`src/rtl/uart_pkg.sv`:
```
// Shared encodings, FSM state and helpers for the UART receiver.
package uart_pkg;

  localparam int unsigned DATA_W    = 8;
  localparam int unsigned BIT_IDX_W = 3;

  typedef enum logic [1:0] {
    DATA_BITS_8 = 2'd0,
    DATA_BITS_7 = 2'd1,
    DATA_BITS_6 = 2'd2,
    DATA_BITS_5 = 2'd3
  } data_bits_t;

  typedef enum logic [1:0] {
    STOP_BITS_1     = 2'd0,
    STOP_BITS_1P5   = 2'd1,
    STOP_BITS_2     = 2'd2,
    STOP_BITS_2_ALT = 2'd3
  } stop_bits_t;

  typedef enum logic [2:0] {
    ST_IDLE   = 3'd0,
    ST_START  = 3'd1,
    ST_DATA   = 3'd2,
    ST_PARITY = 3'd3,
    ST_STOP   = 3'd4
  } uart_rx_state_t;

  localparam logic PARITY_EVEN = 1'b0;
  localparam logic PARITY_ODD  = 1'b1;

  // Index of the final data bit: 8 data bits -> 7, 5 data bits -> 4.
  function automatic logic [BIT_IDX_W-1:0] last_bit_idx(input data_bits_t db);
    return BIT_IDX_W'(3'd7 - {1'b0, db});
  endfunction

endpackage

```
`src/rtl/uart_rx_sync.sv`:
```
// rxd synchroniser with optional 3-sample majority filter (UART_RX_MAJORITY_EN).
module uart_rx_sync #(
  parameter int unsigned SYNC_STAGES = 2
) (
  input  logic clk,
  input  logic rst,
  input  logic baud_clk_i,
  input  logic rxd_i,
  output logic rxd_sync_o,
  output logic rxd_s_o
);

  logic [SYNC_STAGES-1:0] sync_q;

  always_ff @(posedge clk or posedge rst) begin
    if (rst) begin
      sync_q <= '1;
    end else begin
      sync_q <= {sync_q[SYNC_STAGES-2:0], rxd_i};
    end
  end

  assign rxd_sync_o = sync_q[SYNC_STAGES-1];

`ifdef UART_RX_MAJORITY_EN
  // History of the last three baud-tick samples; the FSM samples two ticks late to centre it.
  logic [2:0] hist_q;

  always_ff @(posedge clk or posedge rst) begin
    if (rst) begin
      hist_q <= '1;
    end else if (baud_clk_i) begin
      hist_q <= {hist_q[1:0], rxd_sync_o};
    end
  end

  assign rxd_s_o = (hist_q[0] & hist_q[1]) | (hist_q[0] & hist_q[2]) | (hist_q[1] & hist_q[2]);
`else
  logic unused_baud_clk;
  assign unused_baud_clk = baud_clk_i;
  assign rxd_s_o         = rxd_sync_o;
`endif

endmodule

```
`src/rtl/uart_rx.sv`:
```
// UART receiver, 5-8 data bits, optional parity, AXI-Stream byte output.
// Define UART_RX_MAJORITY_EN for 2-of-3 majority bit sampling.
module uart_rx
  import uart_pkg::*;
#(
  parameter int unsigned OVERSAMPLE  = 8,
  parameter int unsigned SYNC_STAGES = 2
) (
  input  logic              clk,
  input  logic              rst,
  output logic [DATA_W-1:0] m_axis_rx_tdata,
  output logic              m_axis_rx_tvalid,
  input  logic              m_axis_rx_tready,
  input  logic [1:0]        data_bits,
  input  logic [1:0]        stop_bits,
  input  logic              parity_en,
  input  logic              parity_type,
  input  logic              rxd,
  output logic              busy,
  input  logic              baud_clk,
  output logic              frame_error,
  output logic              parity_error,
  output logic              overrun_error
);

  localparam int unsigned CNT_W = $clog2(OVERSAMPLE);
  localparam logic [CNT_W-1:0] LAST_TICK = CNT_W'(OVERSAMPLE - 1);
`ifdef UART_RX_MAJORITY_EN
  localparam logic [CNT_W-1:0] SAMPLE_TICK = CNT_W'(OVERSAMPLE / 2 + 1);
`else
  localparam logic [CNT_W-1:0] SAMPLE_TICK = CNT_W'(OVERSAMPLE / 2 - 1);
`endif

  // The receiver only samples the first stop bit; extra stop time is idle line.
  logic unused_stop_bits;
  assign unused_stop_bits = ^stop_bits;

  logic rxd_sync;
  logic rxd_s;

  uart_rx_sync #(
    .SYNC_STAGES(SYNC_STAGES)
  ) u_sync (
    .clk        (clk),
    .rst        (rst),
    .baud_clk_i (baud_clk),
    .rxd_i      (rxd),
    .rxd_sync_o (rxd_sync),
    .rxd_s_o    (rxd_s)
  );

  uart_rx_state_t         state_q, state_d;
  logic [CNT_W-1:0]       cnt_q, cnt_d;
  logic [BIT_IDX_W-1:0]   bit_q, bit_d;
  logic [DATA_W-1:0]      shift_q, shift_d;
  data_bits_t             db_q, db_d;
  logic                   par_en_q, par_en_d;
  logic                   par_type_q, par_type_d;
  logic                   par_bad_q, par_bad_d;
  logic                   brk_q, brk_d;
  logic [DATA_W-1:0]      tdata_q, tdata_d;
  logic                   tvalid_q, tvalid_d;
  logic                   busy_q, busy_d;
  logic                   ferr_q, ferr_d;
  logic                   perr_q, perr_d;
  logic                   oerr_q, oerr_d;
  logic                   done_c;

  always_ff @(posedge clk or posedge rst) begin
    if (rst) begin
      state_q    <= ST_IDLE;
      cnt_q      <= '0;
      bit_q      <= '0;
      shift_q    <= '0;
      db_q       <= DATA_BITS_8;
      par_en_q   <= 1'b0;
      par_type_q <= PARITY_EVEN;
      par_bad_q  <= 1'b0;
      brk_q      <= 1'b0;
      tdata_q    <= '0;
      tvalid_q   <= 1'b0;
      busy_q     <= 1'b0;
      ferr_q     <= 1'b0;
      perr_q     <= 1'b0;
      oerr_q     <= 1'b0;
    end else begin
      state_q    <= state_d;
      cnt_q      <= cnt_d;
      bit_q      <= bit_d;
      shift_q    <= shift_d;
      db_q       <= db_d;
      par_en_q   <= par_en_d;
      par_type_q <= par_type_d;
      par_bad_q  <= par_bad_d;
      brk_q      <= brk_d;
      tdata_q    <= tdata_d;
      tvalid_q   <= tvalid_d;
      busy_q     <= busy_d;
      ferr_q     <= ferr_d;
      perr_q     <= perr_d;
      oerr_q     <= oerr_d;
    end
  end

  always_comb begin
    state_d    = state_q;
    cnt_d      = cnt_q;
    bit_d      = bit_q;
    shift_d    = shift_q;
    db_d       = db_q;
    par_en_d   = par_en_q;
    par_type_d = par_type_q;
    par_bad_d  = par_bad_q;
    brk_d      = brk_q;
    tdata_d    = tdata_q;
    tvalid_d   = tvalid_q;
    ferr_d     = 1'b0;
    perr_d     = 1'b0;
    oerr_d     = 1'b0;
    done_c     = 1'b0;

    unique case (state_q)
      ST_IDLE: begin
        if (!rxd_sync) begin
          state_d    = ST_START;
          cnt_d      = '0;
          bit_d      = '0;
          shift_d    = '0;
          par_bad_d  = 1'b0;
          brk_d      = 1'b0;
          db_d       = data_bits_t'(data_bits);
          par_en_d   = parity_en;
          par_type_d = parity_type;
        end
      end

      // A high sample at mid start bit is a glitch; a low one re-phases the tick count.
      ST_START: begin
        if (baud_clk) begin
          if (cnt_q == SAMPLE_TICK) begin
            cnt_d   = '0;
            state_d = rxd_s ? ST_IDLE : ST_DATA;
          end else begin
            cnt_d = cnt_q + 1'b1;
          end
        end
      end

      ST_DATA: begin
        if (baud_clk) begin
          if (cnt_q == LAST_TICK) begin
            cnt_d          = '0;
            shift_d[bit_q] = rxd_s;
            if (bit_q == last_bit_idx(db_q)) begin
              state_d = par_en_q ? ST_PARITY : ST_STOP;
            end else begin
              bit_d = bit_q + 1'b1;
            end
          end else begin
            cnt_d = cnt_q + 1'b1;
          end
        end
      end

      ST_PARITY: begin
        if (baud_clk) begin
          if (cnt_q == LAST_TICK) begin
            cnt_d     = '0;
            par_bad_d = rxd_s != (^shift_q ^ par_type_q);
            state_d   = ST_STOP;
          end else begin
            cnt_d = cnt_q + 1'b1;
          end
        end
      end

      // After a low stop bit, hold here until the line returns high.
      ST_STOP: begin
        if (brk_q) begin
          if (rxd_sync) begin
            brk_d   = 1'b0;
            state_d = ST_IDLE;
          end
        end else if (baud_clk) begin
          if (cnt_q == LAST_TICK) begin
            cnt_d   = '0;
            done_c  = 1'b1;
            ferr_d  = ~rxd_s;
            perr_d  = par_bad_q;
            brk_d   = ~rxd_s;
            state_d = rxd_s ? ST_IDLE : ST_STOP;
          end else begin
            cnt_d = cnt_q + 1'b1;
          end
        end
      end

      default: state_d = ST_IDLE;
    endcase

    // Output register: handshake drains the slot; a completed frame refills it or overruns.
    if (tvalid_q && m_axis_rx_tready) begin
      tvalid_d = 1'b0;
    end
    if (done_c) begin
      if (!tvalid_q || m_axis_rx_tready) begin
        tdata_d  = shift_q;
        tvalid_d = 1'b1;
      end else begin
        oerr_d = 1'b1;
      end
    end

    busy_d = state_d != ST_IDLE;
  end

  assign m_axis_rx_tdata  = tdata_q;
  assign m_axis_rx_tvalid = tvalid_q;
  assign busy             = busy_q;
  assign frame_error      = ferr_q;
  assign parity_error     = perr_q;
  assign overrun_error    = oerr_q;

endmodule

```
`config.mk`:
```
export PLATFORM = sky130hd
export DESIGN_NAME = uart_rx
export DESIGN_NICKNAME = d
export VERILOG_FILES = /design/src/rtl/uart_pkg.sv /design/src/rtl/uart_rx_sync.sv /design/src/rtl/uart_rx.sv
export SDC_FILE = /design/constraint.sdc
export NUM_CORES = 1
export LEC_CHECK = 0
export CORE_MARGIN = 2
export CORE_UTILIZATION = 36
export DETAILED_ROUTE_END_ITERATION = 8
export HOLD_SLACK_MARGIN = 0.15
export PLACE_DENSITY = 0.64
export SLEW_MARGIN = 20
export SYNTH_ARGS = -nofsm -noshare
export SYNTH_HDL_FRONTEND = slang
export SYNTH_HIERARCHICAL = 1
export SYNTH_SLANG_ARGS = --single-unit
```
`constraint.sdc`:
```
create_clock -name clk -period 2 [get_ports clk]
set_clock_uncertainty 0.2 [all_clocks]
set_input_delay 0.2 -clock clk [delete_from_list [all_inputs] [get_ports clk]]
set_output_delay 0.2 -clock clk [all_outputs]
set_load 0.02 [all_outputs]
```
==> results of run 1 <==
-- logic make-up after synthesis --
family	synth area share, %
AOI/OAI and AO/OA	16.4
xor gates and xnor gates	5.29
adders and majority gates	3.01
buffers and inverters	5.65
DFF	45.8
muxes	5.77
and+or+nand+nor	18.0
-- worst paths after layout --
check	endpoint	from	cells after the start
max	brk_q$_DFFE_PP0P_	cnt_q[1]$_DFFE_PP0P_	8
min	u_sync/sync_q[1]$_DFF_PP1_	u_sync/sync_q[0]$_DFF_PP1_	0
max reg2reg	brk_q$_DFFE_PP0P_	cnt_q[1]$_DFFE_PP0P_	8
min reg2reg	u_sync/sync_q[1]$_DFF_PP1_	u_sync/sync_q[0]$_DFF_PP1_	0
max in group asynchronous	state_q[1]$_DFF_PP0_	rst	4
min in group asynchronous	u_sync/sync_q[0]$_DFF_PP1_	rst	3
-- flip-flops by register name (all words and copies together), names as in the netlist, 2 cells and up --
name,cells
u_sync/sync_q,2
db_q,2
bit_q,3
cnt_q,3
shift_q,8
m_axis_rx_tdata,8
state_q,3
-- timing repair --
item	CTS	global route
hold endpoints to repair	3	0
pin swaps	0	1
hold buffers	2	0
resized for setup	2	9
endpoints found under the setup margin	3	19
-- power by group --
| part | internal [W] | switching [W] | total [W] |
|---|---|---|---|
| Combinational | 0.000761 | 0.000718 | 0.00148 |
| Clock | 0.000281 | 0.000261 | 0.000542 |
| Sequential | 0.000928 | 0.000175 | 0.00110 |
-- per-layer routing --
metal  track usage, %  vias up
met5                0        -
met1             21.3      811
met4             6.78        0
li1                 -      812
met3             3.51       10
met2             23.2       36
-- cell type report --
cell class / count / area, um^2 / share of cell area, %
tap: 72 / 90.1 / 3.34
clock buffer: 8 / 90.1 / 3.34
timing repair buffer: 53 / 475 / 17.6
multi-input combinational: 140 / 1050 / 38.9
sequential: 38 / 955 / 35.4
inverter: 10 / 37.5 / 1.39
-- placed cells by master (no fill, tap or decap), types with 3 or more instances in the layout --
master            n
a22o_1            4
nor2_1            8
clkdlybuf4s50_1  21
nand2b_1          5
ha_1              3
o21ai_0          19
nor3b_2           3
mux2i_1           3
nand3_1           5
a21oi_1           3
xor2_1            3
nand4_1           3
mux2_2            8
and3_1            3
nand2_1          19
buf_4            27
xnor2_1           7
dfrtp_1          35
clkbuf_8          6
nor3_1            3
inv_1            10
-- metrics by stage --
stage | setup TNS, ns | setup WS, ns | power (W) | cell area, um^2 | hold slack, ns
floorplan | 0 | 0.000786 | 0.00205 | 2080 | -0.0885
CTS | 0 | 0.0157 | 0.00310 | 2660 | 0.159
detailed placement | -0.362 | -0.0719 | 0.00252 | 2540 | 0.148
global placement | -0.0309 | -0.0309 | 0.00249 | 2540 | 0.147
finish | 0 | 0.0821 | 0.00312 | 2700 | 0.159
global route | -0.0372 | -0.0335 | 0.00337 | 2700 | 0.160
==> parameters.txt, run 1 <==
Parameter                              Value

Routing
  Antenna Nets Post-Route    0
  Ratio of routed vias to standard cells    5.20
  Met3 wire len    162 um
  DR pass1 iterations    4
  WL per Instance    13.9 um
  Detailed-routed wire length on met2    2140 um
  First DRT Iteration DRCs    103
  Final WL    4470 um
  Vias    1669
  Number of design rule violations left after detail routing    0
  Top Layer Used    met4
  Routed metal-1 wire length    2060 um

Timing
  Final Setup Violations    0
  RSZ-0062 raised after global routing    true
  Maximum achievable frequency    0.521 GHz
  Normalized max-slew margin    68.9%
  Final hold violation count    0
  Final max-slew violation count    0
  Minimum clock period    1.92 ns
  Share of the clock period used by the worst path    95.9%
  Transition time at the pin with the least slew margin    0.466 ns

Floorplan
  Number of ports placed on the die boundary    24
  Initial core utilization    37.6%
  Die area    6400 um^2
  Horiz. Die Dim    80.0 um
  Core Footprint    5540 um^2
  Die boundary height    80.0 um
  Placement Rows    27

Global route
  Remaining global-route overflow    0
  First-pass GRT wire length    7690 um
  Vias in the first global route    1592
  Overall fraction of global-route tracks in use    15.5%
  Largest net degree at the start of global routing    37
  Number of antenna violations at the first check in global routing    0

Synthesis
  Area share of the leading cell type in the synthesized netlist    43.3%
  Cell taking the most area after synthesis    dfrtp_1
  Flip-flop and latch count after synthesis    38
  Top cells by count, synth    36 x dfrtp_1, 20 x o21ai_0, 19 x nand2_1, 10 x inv_1
  Synthesized area    2080 um^2
  Most instantiated library cell after synthesis    dfrtp_1
  Fraction of the yosys area taken by sequential cells    45.8%
  Count of yosys warnings during synthesis    6
  Number of unique standard cell types used by synthesis    54
  EDFF count, synth    0
  Predominant post-synthesis flop cell    dfrtp_1
  Avg Cell Area, Syn    10.4 um^2
  Post-Syn Nets    216
  Number of standard cells after synthesis    200
  Leading cell types by total area after synthesis    dfrtp_1 43%, o21ai_0 4.8%, mux2_2 4.3%
  FFs w/ async S/R, synth    100%

Placed design
  HPWL after DPL    3160 um
  Number of port buffers    21
  Inst Count DP    311
  Placer's final routability congestion estimate    0.861

Pwr
  Worst supply voltage drop on vdd    548 uV
  Power Density    1160 nW/um^2
  Standby leakage power    1.20 nW

Clocking
  Deepest clock path buffer count    2
  Later-pin clock latency in the skew report    0.29 ns
  Clock tree from TritonCTS    done
  Sinks on Clock Net    38
  Clock transition time at the flip-flop clock pins of the worst setup and hold paths    0.07 ns
  Number of buffers inserted during clock tree synthesis    5
  Number of H-tree levels    2
  Root buffer cell    clkbuf_8
  Post-CTS repair timing setup buffer count    0

Min path
  Path category of the worst min-delay check    flip-flop to flip-flop

Setup path
  Critical path class    flip-flop to flip-flop
  Sum of buffers and inverters on the critical path    2
  Highest cell delay on the worst timing path    0.41 ns
  CP max FO    5
  Crit path required time    1.98 ns
  Cell Chain, Critical Path    ha_4 > ha_4 > nand2_4 > buf_6 > nor2_1 > buf_4 > a32o_1 > a22o_1
  Arr. time, crit path    1.89 ns
  Startpoint types    flip-flop
  Critical path endpoint category    flip-flop
  CP max stage cell    dfrtp_1
  Most used cell, CP    ha_4
  Reg2Reg Setup Slack    0.08 ns
  Cell family with the largest share of critical-path delay    compound AO/OA/AOI/OAI gates

Final layout
  Antenna diode instance count    0
  Final core utilization    48.7%
  Nets    264
  Proportion of layout cells with a drive suffix above 1    24.5%
  Fin cells    321
  Synth-to-Final Area Change    29.6%
  Fillers    553

Run status
  Result of the run    finished, final reports clean

Flow run
  Maximum Capacitance Violations    0
(Power assumes the default switching activity.)
==> inputs of run 2 (changes only) <==
CORE_UTILIZATION = 50   (was 36)
PLACE_DENSITY = 0.82   (was 0.64)
==> run 2 against run 1 <==
Against the previous run:
- core utilization up 18 points
- first-iteration DRC count down 34%
- critical endpoint is now busy$_DFF_PP0_
- register-to-register slack worse by 0.02 ns
- non-clock buffer count down 7
- highest routed layer unchanged
==> parameters.txt, run 2 (synthesized netlist as in run 1, its figures left out) <==
Parameter                              Value

Clocking
  Number of H-tree levels    2
  Root buffer cell    clkbuf_8
  Sinks on Clock Net    38
  Clock transition time at the flip-flop clock pins of the worst setup and hold paths    0.08 ns
  Number of buffers inserted during clock tree synthesis    5
  Deepest clock path buffer count    2
  Later-pin clock latency in the skew report    0.29 ns
  Clock tree from TritonCTS    done

Final layout
  Nets    257
  Highest-count cells in the layout ignoring fill and taps    34 x dfrtp_1, 23 x buf_4, 21 x clkdlybuf4s50_1
  Register Area    956 um^2
  Most common cell after layout, fill and taps aside    dfrtp_1
  Fillers    304
  Multi-input combinational cell area    1070 um^2
  Synth-to-Final Area Change    28.3%
  Antenna diode instance count    0
  Proportion of layout cells with a drive suffix above 1    24.8%

Timing
  Final hold violation count    0
  Normalized max-slew margin    70.1%
  Total negative slack for setup checks    0 ns
  Final Setup Violations    0
  Minimum clock period    1.93 ns
  RSZ-0062 raised after global routing    true
  Transition time at the pin with the least slew margin    0.447 ns
  Final max-slew violation count    0
  Share of the clock period used by the worst path    96.7%
  Smallest setup slack after layout    0.0662 ns
  Fin Hold WS    0.162 ns
  Maximum achievable frequency    0.517 GHz

Placed design
  Setup WS pre-CTS    -0.126 ns
  Placer's final routability congestion estimate    0.833
  Number of port buffers    21
  HPWL after DPL    3110 um

Routing
  DR pass1 iterations    4
  Number of design rule violations left after detail routing    0
  Ratio of routed vias to standard cells    5.72
  Antenna Nets Post-Route    0
  WL per Instance    15.2 um
  First DRT Iteration DRCs    68
  Vias    1670
  Final WL    4440 um

Global route
  Largest net degree at the start of global routing    37
  Overall fraction of global-route tracks in use    21.7%
  Remaining global-route overflow    0
  First-pass GRT wire length    7410 um
  Vias in the first global route    1617
  Number of antenna violations at the first check in global routing    0

Setup path
  Sum of buffers and inverters on the critical path    0
  Highest cell delay on the worst timing path    0.39 ns
  Critical path endpoint category    flip-flop
  Crit path required time    1.98 ns
  Cell family with the largest share of critical-path delay    simple AND/OR/NAND/NOR gates
  Critical path class    flip-flop to flip-flop
  Arr. time, crit path    1.91 ns
  CP max stage cell    dfrtp_1
  CP max FO    6
  Startpoint types    flip-flop
  Cell Chain, Critical Path    ha_2 > ha_4 > a21bo_2 > nand3_2 > o311ai_1 > or3_1

Pwr
  Total Power Consumption    0.00333 W
  Worst supply voltage drop on vdd    792 uV
  Standby leakage power    1.18 nW
  Power Density    1250 nW/um^2

Floorplan
  Initial core utilization    52.0%
  Die area    4690 um^2
  Die boundary height    68.5 um
  Core Footprint    4000 um^2
  Number of ports placed on the die boundary    24
  Placement Rows    23
  Horiz. Die Dim    68.5 um

Min path
  Path category of the worst min-delay check    flip-flop to flip-flop

Run status
  Result of the run    finished, final reports clean

Flow run
  Maximum Capacitance Violations    0
run 2: final timing paths:
| check | end | cells after the start | slack (ns) | start |
|---|---|---|---|---|
| min reg2reg | u_sync/sync_q[1]$_DFF_PP1_ | 0 | 0.16 | u_sync/sync_q[0]$_DFF_PP1_ |
| min in group asynchronous | u_sync/sync_q[0]$_DFF_PP1_ | 3 | 0.63 | rst |
| max in group asynchronous | state_q[1]$_DFF_PP0_ | 4 | 0.56 | rst |
| max reg2reg | busy$_DFF_PP0_ | 6 | 0.07 | cnt_q[1]$_DFFE_PP0P_ |
| min | u_sync/sync_q[1]$_DFF_PP1_ | 0 | 0.16 | u_sync/sync_q[0]$_DFF_PP1_ |
| max | busy$_DFF_PP0_ | 6 | 0.07 | cnt_q[1]$_DFFE_PP0P_ |
run 2: metal layers:
metal | vias up | wire length [um] | GRT usage, %
li1 | 795 | - | -
met1 | 831 | 1930 | 27.4
met2 | 40 | 2270 | 35.9
met3 | 4 | 188 | 5.19
met4 | 0 | 53 | 8.25
met5 | - | 0 | 0
run 2: area by class of cell:
| cell class | count | area share [%] |
|---|---|---|
| repair buffers | 46 | 15.1 |
| inverters | 10 | 1.41 |
| clock buffers | 6 | 3.09 |
| well taps | 50 | 2.34 |
| multi-input cells | 140 | 40.0 |
| flip-flops and latches | 38 | 35.8 |
| clock inverters | 2 | 2.25 |
run 2: worst register-to-register path: stages, from the launching register on:
cell      delay, ns
dfrtp_1        0.39
ha_2           0.21
ha_4           0.19
a21bo_2        0.22
nand3_2        0.10
o311ai_1       0.13
or3_1          0.38
run 2: timing repair:
| action | CTS | global route |
|---|---|---|
| buffers inserted | 0 | 1 |
| endpoints found under the hold margin | 3 | 0 |
| endpoints found under the setup margin | 3 | 18 |
| resized for setup | 3 | 10 |
| pin swaps | 0 | 2 |
| hold buffers | 2 | 0 |
run 2: metrics by stage:
stage	util, %	cell area, um^2	instances
5_1_grt	66.8	2670	292
2_1_floorplan	-	2080	200
3_3_place_gp	61.0	2440	281
4_1_cts	65.5	2620	291
6_report	66.8	2670	292
3_5_place_dp	61.0	2440	281
run 2: power by group:
group          leakage (nW)  switching (W)  internal (W)
clock                0.0714       0.000276      0.000532
combinational         0.633       0.000710      0.000706
sequential            0.478       0.000181      0.000930
total                  1.18        0.00117       0.00217
